--- config.mk ---
export PLATFORM = sky130hd
export DESIGN_NAME = relu_argmax
export DESIGN_NICKNAME = d
export VERILOG_FILES = /design/src/rtl/relu_argmax.sv
export SDC_FILE = /design/constraint.sdc
export NUM_CORES = 1
export LEC_CHECK = 0
export CAP_MARGIN = 20
export CORE_MARGIN = 2
export CORE_UTILIZATION = 30
export DETAILED_ROUTE_END_ITERATION = 8
export MAX_ROUTING_LAYER = met4
export SLEW_MARGIN = 20
export SYNTH_ARGS = -nofsm -noshare
export SYNTH_HDL_FRONTEND = slang
export SYNTH_SLANG_ARGS = --single-unit
--- constraint.sdc ---
create_clock -name clk -period 5.2 [get_ports clk]
set_clock_uncertainty 0.05 [all_clocks]
set_input_delay 0.78 -clock clk [delete_from_list [all_inputs] [get_ports clk]]
set_output_delay 0.78 -clock clk [all_outputs]
set_load 0.05 [all_outputs]
--- src/rtl/relu_argmax.sv ---
// Streaming argmax over one frame of NUM_CLASSES ReLU scores, valid/ready on both sides.
// Optional feature: define RELU_ARGMAX_ZERO_FLAG_EN to add the out_all_zero output.
//
// state   | meaning
// COLLECT | accepting scores, tracking running maximum
// HOLD    | frame result presented, waiting for out_ready

module relu_argmax #(
    parameter int DATA_W      = 23,
    parameter int NUM_CLASSES = 10,
    parameter int IDX_W       = 4
) (
    input  logic              clk,
    input  logic              rst,
    input  logic [DATA_W-1:0] in_data,
    input  logic              in_valid,
    output logic              in_ready,
    input  logic              in_clear,
    output logic [IDX_W-1:0]  out_idx,
    output logic [DATA_W-1:0] out_max,
    output logic              out_valid,
    input  logic              out_ready
`ifdef RELU_ARGMAX_ZERO_FLAG_EN
    ,
    output logic              out_all_zero
`endif
);

    typedef enum logic {
        COLLECT = 1'b0,
        HOLD    = 1'b1
    } state_t;

    localparam logic [IDX_W-1:0] LAST_IDX = IDX_W'(NUM_CLASSES - 1);

    state_t             state;
    state_t             state_nxt;
    logic [IDX_W-1:0]   cnt;
    logic [DATA_W-1:0]  best;
    logic [IDX_W-1:0]   best_idx;
    logic               accept;
    logic               last_beat;
    logic               take;
    logic [DATA_W-1:0]  win_val;
    logic [IDX_W-1:0]   win_idx;

    assign in_ready  = (state == COLLECT);
    assign accept    = in_valid && in_ready;
    assign last_beat = accept && (cnt == LAST_IDX);

    // Strict compare keeps the lowest index on ties; first beat always seeds.
    assign take    = (cnt == '0) || (in_data > best);
    assign win_val = take ? in_data : best;
    assign win_idx = take ? cnt : best_idx;

    always_ff @(posedge clk or negedge rst) begin
        if (!rst) begin
            state <= COLLECT;
        end else begin
            state <= state_nxt;
        end
    end

    always_comb begin
        state_nxt = state;
        if (in_clear) begin
            state_nxt = COLLECT;
        end else begin
            case (state)
                COLLECT: if (last_beat) state_nxt = HOLD;
                HOLD:    if (out_valid && out_ready) state_nxt = COLLECT;
                default: state_nxt = COLLECT;
            endcase
        end
    end

    always_ff @(posedge clk or negedge rst) begin
        if (!rst) begin
            cnt       <= '0;
            best      <= '0;
            best_idx  <= '0;
            out_idx   <= '0;
            out_max   <= '0;
            out_valid <= 1'b0;
        end else if (in_clear) begin
            cnt       <= '0;
            best      <= '0;
            best_idx  <= '0;
            out_valid <= 1'b0;
        end else if (accept) begin
            if (take) begin
                best     <= in_data;
                best_idx <= cnt;
            end
            if (last_beat) begin
                cnt       <= '0;
                out_max   <= win_val;
                out_idx   <= win_idx;
                out_valid <= 1'b1;
            end else begin
                cnt <= cnt + 1'b1;
            end
        end else if (out_valid && out_ready) begin
            out_valid <= 1'b0;
        end
    end

`ifdef RELU_ARGMAX_ZERO_FLAG_EN
    // A zero winner means every score in the frame was zero.
    always_ff @(posedge clk or negedge rst) begin
        if (!rst) begin
            out_all_zero <= 1'b0;
        end else if (in_clear) begin
            out_all_zero <= 1'b0;
        end else if (last_beat) begin
            out_all_zero <= (win_val == '0);
        end else if (out_valid && out_ready) begin
            out_all_zero <= 1'b0;
        end
    end
`else
    // Zero-activation flag not built.
`endif

endmodule

# Yosys cells after proc, flatten, opt, wreduce, memory -nomap -nowiden
# Index checks and enable logic that the tools add are counted.
[totals]
ff_bits = 60
latchBits = 0
ram_bits = 0
mem_bits_ro = 0
input_bits = 28
mem_count = 0
[classes]
add_sub_neg = 1
n_mul = 0
div_mod_pow = 0
n_lt_le_gt_ge = 1
n_eq_ne = 2
shifts = 0
mux = 17
bitwise = 2
reduce_logical = 9
[op_table]
columns = ["operator", "n"]
rows = [
  ["2-to-1 mux 23 bit", 3],
  ["2-to-1 mux 4 bit", 6],
  ["greater-than comparator 23 bit", 1],
  ["2-to-1 mux 1 bit", 7],
  ["adder 4 x 1 -> 4 bit, second input constant", 1],
  ["== test 4 bit, second input constant", 1],
  ["logical NOT 4 bit", 1],
  ["logical AND 1 bit", 3],
  ["inequality test 3 x 2 -> 1 bit, second input constant", 1],
  ["AND reduction 3 bit", 1],
  ["nonzero test 3 bit", 1],
  ["NOT 1 bit", 2],
  ["one-hot mux 1 bit (2 select lines)", 1],
  ["AND reduction 2 bit", 1],
  ["nonzero test 2 bit", 1],
  ["logical OR 1 bit", 1],
]

# Logic depth before layout (Yosys ltp)
# Gate-level depths: netlist of the first run.
[depth]
word_depth = 6
mapped_depth = 10
ltp_nobuf = 8

# Least setup slack after synthesis of the first run
# OpenSTA, ideal clock, no wires.
[synth_timing]
path_type = "input port to flip-flop"
start = "input in_data[21]"
end = "register best[10]"
setup_ns = 0.079
arrival_ns = 2.455
required_ns = 5.071
path_slack_ns = 2.615
path_stages = 9
path_cell_list = "ha_1 -> nand4_2 -> nor4_2 -> o31ai_1 -> a31oi_2 -> o21a_1 -> buf_6 -> buf_6 -> mux2i_1"
[synth_via]
elab_chain_len = 5
[synth_rtl]
columns = ["item", "line_no", "source"]
rows = [
  ["from (decl)", "15", "input logic [DATA_W-1:0] in_data,"],
  ["greater-than comparator 23 bit", "52", "assign take = (cnt == '0) || (in_data > best);"],
  ["logical OR 1 bit", "52", ""],
  ["2-to-1 mux 23 bit (3 in series)", "n/a", ""],
  ["to (signal assigned)", "92", "best <= in_data;"],
  ["to (decl)", "39", "logic [DATA_W-1:0] best;"],
]
# No other way between the ends. The select of a mux whose other input is x is not followed.
# A chain may end at the register's enable or synchronous reset.

# Worst setup path in the final report of the first run
[layout_timing]
start = "input in_data[21]"
end = "register best[16]"
# Same word-level chain as after synthesis.

==> results of run 1 <==
-- state kept, by name, indices dropped and copies added, names as in the netlist --
signal	count
best	23
out_max	23
best_idx	4
cnt	4
out_idx	4
out_valid	1
state	1
-- area by class of cell --
class	instances	share of cell area (%)
multi-input cells	251	40.45
inverters	27	2.264
clock inverters	6	1.789
well taps	143	3.998
repair buffers	59	12.92
clock buffers	9	5.032
flip-flops and latches	60	33.55
-- through the flow --
step,util [%],area (µm²)
CTS,39.20,4476
finish,39.20,4476
detailed placement,36.52,4170
floorplan,-,3506
global route,39.20,4476
global placement,36.52,4170
-- layout by cell type, fill, tap and decap left out, drive strengths merged, types with 4 or more instances in the layout --
cell	Yosys	routed
nand3	5	5
a21oi	12	12
nor2	6	6
mux2i	50	50
clkbuf	11	9
buf	6	4
nand4	4	4
clkdlybuf4s50	0	55
nand2b	52	52
inv	27	27
clkinv	0	4
nand2	37	37
ha	26	26
dfrtp	60	60
o21ai	33	33
-- kinds of logic (layout without fill, tap and decap cells) --
family                     count (synthesis)  after routing
AOI/OAI and AO/OA                         57             57
and+or+nand+nor                          118            118
DFF                                       60             60
buffers and inverters                     44            101
muxes                                     50             50
adders and majority gates                 26             26
-- where the power goes --
part	switching (mW)	internal, mW
clock	0.217	0.413
sequential	0.0137	0.483
combinational	0.101	0.0894
-- final timing paths --
path,endpoint,slack (ps),cells after the start
min in group asynchronous,out_max[21],550,2
hold reg to reg,out_max[1],430,2
setup / recovery,best[16],1880,8
setup reg to reg,best[16],2380,8
hold / removal,out_max[1],430,2
max in group asynchronous,best[5],4020,2
-- worst max-delay path, cell delays in order --
cell,delay [ps]
clkdlybuf4s50_1,450
ha_1,370
nand4_2,180
nor4_2,370
o31ai_1,170
a31oi_4,160
o21a_2,740
mux2i_1,280
-- routing by layer --
layer	wire length [µm]	vias to the layer above	global-route usage [%]
met4	144	0	4.797
li1	-	1309	-
met1	3661	1259	17.38
met3	295	12	4.158
met2	3698	43	21.97
met5	0	-	-
==> impl_metrics.ini, run 1 <==
[detailed_routing]
vias = 2623
ant_nets = 0
vias_per_cell = 4.726
drt-initial-drc-count = 102
drt_first_pass_iters = 4
drcViolationCount = 0
detail_route.wl_per_cell_um = 14.05
drt-total-wl_mm = 7.799

[power]
totalPowerFinal_mw = 1.316
ir_worst_vdd_mv = 0.1609
p_leak_nw = 2.019
p_per_area_nw_per_um2 = 294.1

[clocking]
cts_max_path_buffers = 2
post_cts_resized = 0
cts.sinks = 60
post_cts_buffers = 0
clkSlewWorstSetupHoldPaths_ps = 50
cts_tree = done
numCtsBuffers = 9
cts.hold.buffers_added = 0
clk_latency_ps = 340
h-tree-depth = 3
root_buffer = clkbuf_16

[logic_synthesis]
synthMuxAreaShare_pct = 14.28
synth_cell_types = 36
synthTopCellsByArea = dfrtp_1, mux2i_1, ha_1
synthSimpleGateAreaFrac_pct = 18.38
async_flop_share_pct = 100.0
syn_area_um2 = 3506
synthCells = 355
synth-seq-cells = 60
synth_edf_count = 0
yosys-top-cells-count = dfrtp_1, nand2b_1, mux2i_1, nand2_1, o21ai_1
synth_compound_area_share_pct = 9.350
synth_top_family_by_area = simple AND/OR/NAND/NOR gates
yosysTopAreaCellShare_pct = 42.83
syn-mean-instance-area_um2 = 9.876
synthAdderAreaFrac_pct = 9.279
synth_xor_area_share_pct = 0
synth_top_area_cell = dfrtp_1
synth-main-ff-cell = dfrtp_1
yosysSeqAreaShare_pct = 42.83
synth_nets = 409
synth.most_common_cell = dfrtp_1
yosysWarnings = 0

[setup_path]
timing.rr.start = best[21]
worstSetupPathType = in -> reg
crit_arrival_ps = 3530
worstPathRequired_ps = 5400
worst-path-max-fanout = 27
critPathLaunch = in_data[21]
worstSetupStartpointType = input pin
end_kind = register

[die]
io_pins = 57
start_util_pct = 30.70
core_um2 = 11420
dieArea_um2 = 12570
die_w_um = 112.1
rows = 39
fp.dieH_um = 112.1

[placed_design]
gp_congestion = 0.7648
dp.cells = 540
dp_slack_ps = 1419
hpwlAfterDp_mm = 5.210
io_buffers = 56

[sta]
finalCriticalPeriod_ps = 3324
rsz0062_at_grt = no
relSlewSlack_pct = 35.78
hold_violations = 0
finalCritPeriodShare_pct = 63.93
fin_ws_ps = 1876
setup_tns_ps = 0
hold_ws_ps = 429.8
setup_violations = 0
finalMaxSlewViolations = 0
worst_pin_slew_ps = 959.9
max_freq_mhz = 300.8

[hold_path]
hp-class = reg -> reg
worstHoldStart = out_max[1]

[global_routing]
track_usage_pct = 14.03
grt_max_degree = 61
overflow = 0
grt_pass1_wl_mm = 13.68
grt_pass1_vias = 2768
grt_antenna_before_repair = 0

[layout]
drive_gt1_share_pct = 6.311
multi_input_area_um2 = 1810
diodes = 0
area.growth.synth_to_final_pct = 27.66
regArea_um2 = 1501
nNetsFinal = 462
stdcell_count = 555
fill_cells = 1120

[run]
cap_violations = 0

[outcome]
status = complete, no violations
Power figures use the tool's default switching activity.
==> inputs of run 2 (changes only) <==
- clock period: 5.2 -> 2.75 ns (I/O delays scaled with it)
==> impl_metrics.ini, run 2 (synthesis gave the netlist of run 1 again) <==
[setup_path]
path_cells = clkdlybuf4s50_1, ha_1, a21oi_1, o21ai_0, a221oi_1, buf_4, a31oi_4, o21a_2, buf_12, mux2i_1
crit_family = compound AO/OA/AOI/OAI gates
cpMaxStageDelayCell = clkdlybuf4s50_1
end_kind = register
crit_arrival_ps = 2800
worstSetupStartpointType = input pin
worstSetupPathType = in -> reg
worstPathRequired_ps = 2930
worst-path-max-fanout = 20
cp_num_buf_inv = 3
critPathMaxStageDelay_ps = 450

[detailed_routing]
drt-total-wl_mm = 7.837
vias_per_cell = 4.612
ant_nets = 0
drt-initial-drc-count = 84
vias = 2675
drcViolationCount = 0
detail_route.wl_per_cell_um = 13.51
drt_first_pass_iters = 4

[clocking]
clk_latency_ps = 320
numCtsBuffers = 9
cts_max_path_buffers = 2
root_buffer = clkbuf_16
cts_tree = done
cts.sinks = 60
post_cts_buffers = 0
clkSlewWorstSetupHoldPaths_ps = 60
h-tree-depth = 3

[layout]
diodes = 0
fill_cells = 1126
layout_commonest_cell = dfrtp_1
stdcell_count = 580
top_regs = best x23, out_max x23
area.growth.synth_to_final_pct = 33.69
drive_gt1_share_pct = 11.67
nNetsFinal = 486
final_cell_mix = dfrtp_1, clkdlybuf4s50_1, nand2b_1
final_area_um2 = 4687

[sta]
relSlewSlack_pct = 47.48
max_freq_mhz = 381.7
setup_violations = 0
setup_tns_ps = 0
finalMaxSlewViolations = 0
finalCritPeriodShare_pct = 95.27
hold_violations = 0
hold_ws_ps = 208.7
finalCriticalPeriod_ps = 2620
worst_pin_slew_ps = 787.9
rsz0062_at_grt = no

[power]
p_switching_uw = 615.1
p_comb_share_pct = 16.4
totalPowerFinal_mw = 2.476
internal_power_mw = 1.861
ir_worst_vdd_mv = 0.2775
netSwitchingFraction_pct = 24.84
p_per_area_nw_per_um2 = 528.3
clkPwrFrac_pct = 45.7
p_leak_nw = 2.142
p_seq_share_pct = 37.9

[global_routing]
grt_antenna_before_repair = 0
grt_pass1_wl_mm = 13.53
track_usage_pct = 13.79
grt_pass1_vias = 2802
grt_max_degree = 61
overflow = 0

[die]
dieArea_um2 = 12570
io_pins = 57
die_w_um = 112.1
fp.dieH_um = 112.1
rows = 39
core_um2 = 11420
start_util_pct = 30.70

[placed_design]
dp.cells = 564
hpwlAfterDp_mm = 5.641
dpl_cell_area_um2 = 4363
gp_congestion = 0.7345
io_buffers = 56

[hold_path]
hp-class = in -> async

[run]
cap_violations = 0

[outcome]
status = complete, no violations
==> run 2: final timing paths <==
path	slack, ps	endpoint	start	depth (start not counted)
worst min register to register	430	out_max[1]	out_max[1]	2
worst max-delay path	130	best[5]	in_data[18]	10
worst max register to register	280	best[5]	best[17]	9
max in group asynchronous	1910	out_max[22]	rst	2
worst min-delay path	210	state	rst	2
min in group clk	430	out_max[1]	out_max[1]	2
==> run 2: final cells by class <==
type / instances / area (µm²) / area share [%]
inverter: 27 / 101.3 / 2.162
clock buffer: 12 / 256.5 / 5.472
multi-input combinational: 251 / 1831 / 39.06
clock inverter: 4 / 47.55 / 1.014
timing repair buffer: 83 / 770.7 / 16.44
tap: 143 / 178.9 / 3.817
sequential: 60 / 1501 / 32.03
==> run 2: metrics by stage <==
step	worst slack, ps	util [%]
after global routing	8.139	41.05
after CTS	71.19	40.87
final	130.1	41.05
after detailed placement	-226.4	38.21
after floorplan	533.0	-
after global placement	-182.4	38.21
==> run 2: what timing repair did <==
action | in CTS | in global routing
hold buffers | 0 | 0
resized for setup | 0 | 3
endpoints found under the setup margin | 0 | 33
==> run 2: per-layer routing <==
layer | track usage, % | part of all wire (%) | vias up
met5 | - | 0 | -
met2 | 22.01 | 47 | 40
li1 | - | - | 1367
met4 | 3.659 | 0.94 | 0
met1 | 17.76 | 48 | 1262
met3 | 3.132 | 3.1 | 6
==> run 2: power groups by stage <==
stage | logic (mW) | clock network, mW | registers [mW]
global route | 0.456 | 1.22 | 0.942
CTS | 0.409 | 1.16 | 0.938
detailed placement | 0.407 | 0 | 0.954
global placement | 0.398 | 0 | 0.951
finish | 0.405 | 1.13 | 0.938
floorplan | 0.254 | 0 | 0.946
==> RTL change: new RTL, config.mk and constraints of run 2 <==
The parameter `IDX_W` goes from 4 to 5.
--- a/src/rtl/relu_argmax.sv
+++ b/src/rtl/relu_argmax.sv
@@ -9,5 +9,5 @@
     parameter int DATA_W      = 23,
     parameter int NUM_CLASSES = 10,
-    parameter int IDX_W       = 4
+    parameter int IDX_W       = 5
 ) (
     input  logic              clk,
Interface: changed (resized out_idx); port bits go from 57 to 58. The function was not compared with the original's and may differ.
==> RTL change against run 2 <==
Power increased by 3.9%. Sequential share of layout area increased by 1.6 points. Worst setup slack improved by 0.0080 ns. Routed wire length up 10%. Clock power increased by 5%. Sequential cell count rose by 3. Synthesized area fell by 1.7%. Design area grew 0.13%. Final cell count unchanged. Hold slack improved by 0.22 ns. Critical endpoint is now out_max[11]. Largest power group unchanged. Highest routed layer unchanged.
==> RTL change: results <==
{
  "max_stage_delay_ns": 0.48,
  "vias": 2910,
  "track_usage_pct": 15.13,
  "slew_headroom_pct": 64.31,
  "syn-num-nets": 403,
  "crit_family": "simple AND/OR/NAND/NOR gates",
  "routed_via_density": 5.017,
  "critPathMaxFanout": 14,
  "outcome": "complete, no violations",
  "drive_above_1_share_pct": 15.10,
  "hpwl_mm": 6.257,
  "drtIter0Drc": 135,
  "yosys-top-cells-count": "dfrtp_1 (63), nor2_1 (29), o21ai_0 (28)",
  "p_leak_nw": 2.015,
  "port_buffers": 57,
  "synth.distinct_cells": 35,
  "wire_per_inst_um": 14.92,
  "cts_htree_levels": 3,
  "placed_cell_area_mm2": 0.004333,
  "hold_class": "reg -> reg",
  "gp_congestion": 0.8009,
  "seq_area_frac_synth_pct": 45.75,
  "pre_cts_slack_ns": -0.2421,
  "avgSynthCellArea_um2": 9.873,
  "final_nets": 487,
  "grt_pass1_wl_mm": 14.66
}
==> RTL change: worst paths after layout <==
kind	from	slack [ns]	endpoint	cells past startpoint
worst max register to register	best[22]	0.32	out_max[11]	9
min in group asynchronous	rst	0.51	cnt[0]	2
worst min-delay path	out_idx[4]	0.43	out_idx[4]	2
worst max-delay path	in_data[14]	0.14	out_max[11]	9
worst min register to register	out_idx[4]	0.43	out_idx[4]	2
max in group asynchronous	rst	1.44	best[3]	3
==> RTL change: cell type report <==
cell class                 count  area (µm²)
fill                        1112        6628
clock inverter                 2       37.54
clock buffer                  13       280.3
timing repair buffer          98       895.9
multi-input combinational    235        1627
tap                          143       178.9
inverter                      26       97.59
sequential                    63        1577
==> RTL change: per-layer routing <==
| metal | up-vias | global-route usage (%) | share of wire (%) |
|---|---|---|---|
| li1 | 1444 | - | - |
| met1 | 1387 | 19.88 | 49 |
| met2 | 68 | 23.09 | 45 |
| met3 | 11 | 3.991 | 4.2 |
| met4 | 0 | 4.444 | 1.4 |
| met5 | - | - | 0 |
==> RTL change: what timing repair did <==
action / 4_1_cts / 5_1_grt
gates resized for setup: 0 / 6
hold buffers: 1 / 0
setup endpoints to repair: 0 / 17
hold endpoints to repair: 17 / 0
==> RTL change: logic make-up after synthesis <==
family / Yosys count / synth area share (%)
fa+ha+maj: 26 / 9.441
flops: 63 / 45.75
buf+inv: 51 / 8.242
compound gates: 116 / 22.69
simple gates: 93 / 13.87
==> RTL change: power by group <==
group          switching, mW  total [mW]  internal [mW]
Combinational          0.221       0.406          0.185
Clock                  0.395        1.19          0.795
Sequential            0.0198       0.976          0.956
Total                  0.636        2.57           1.94
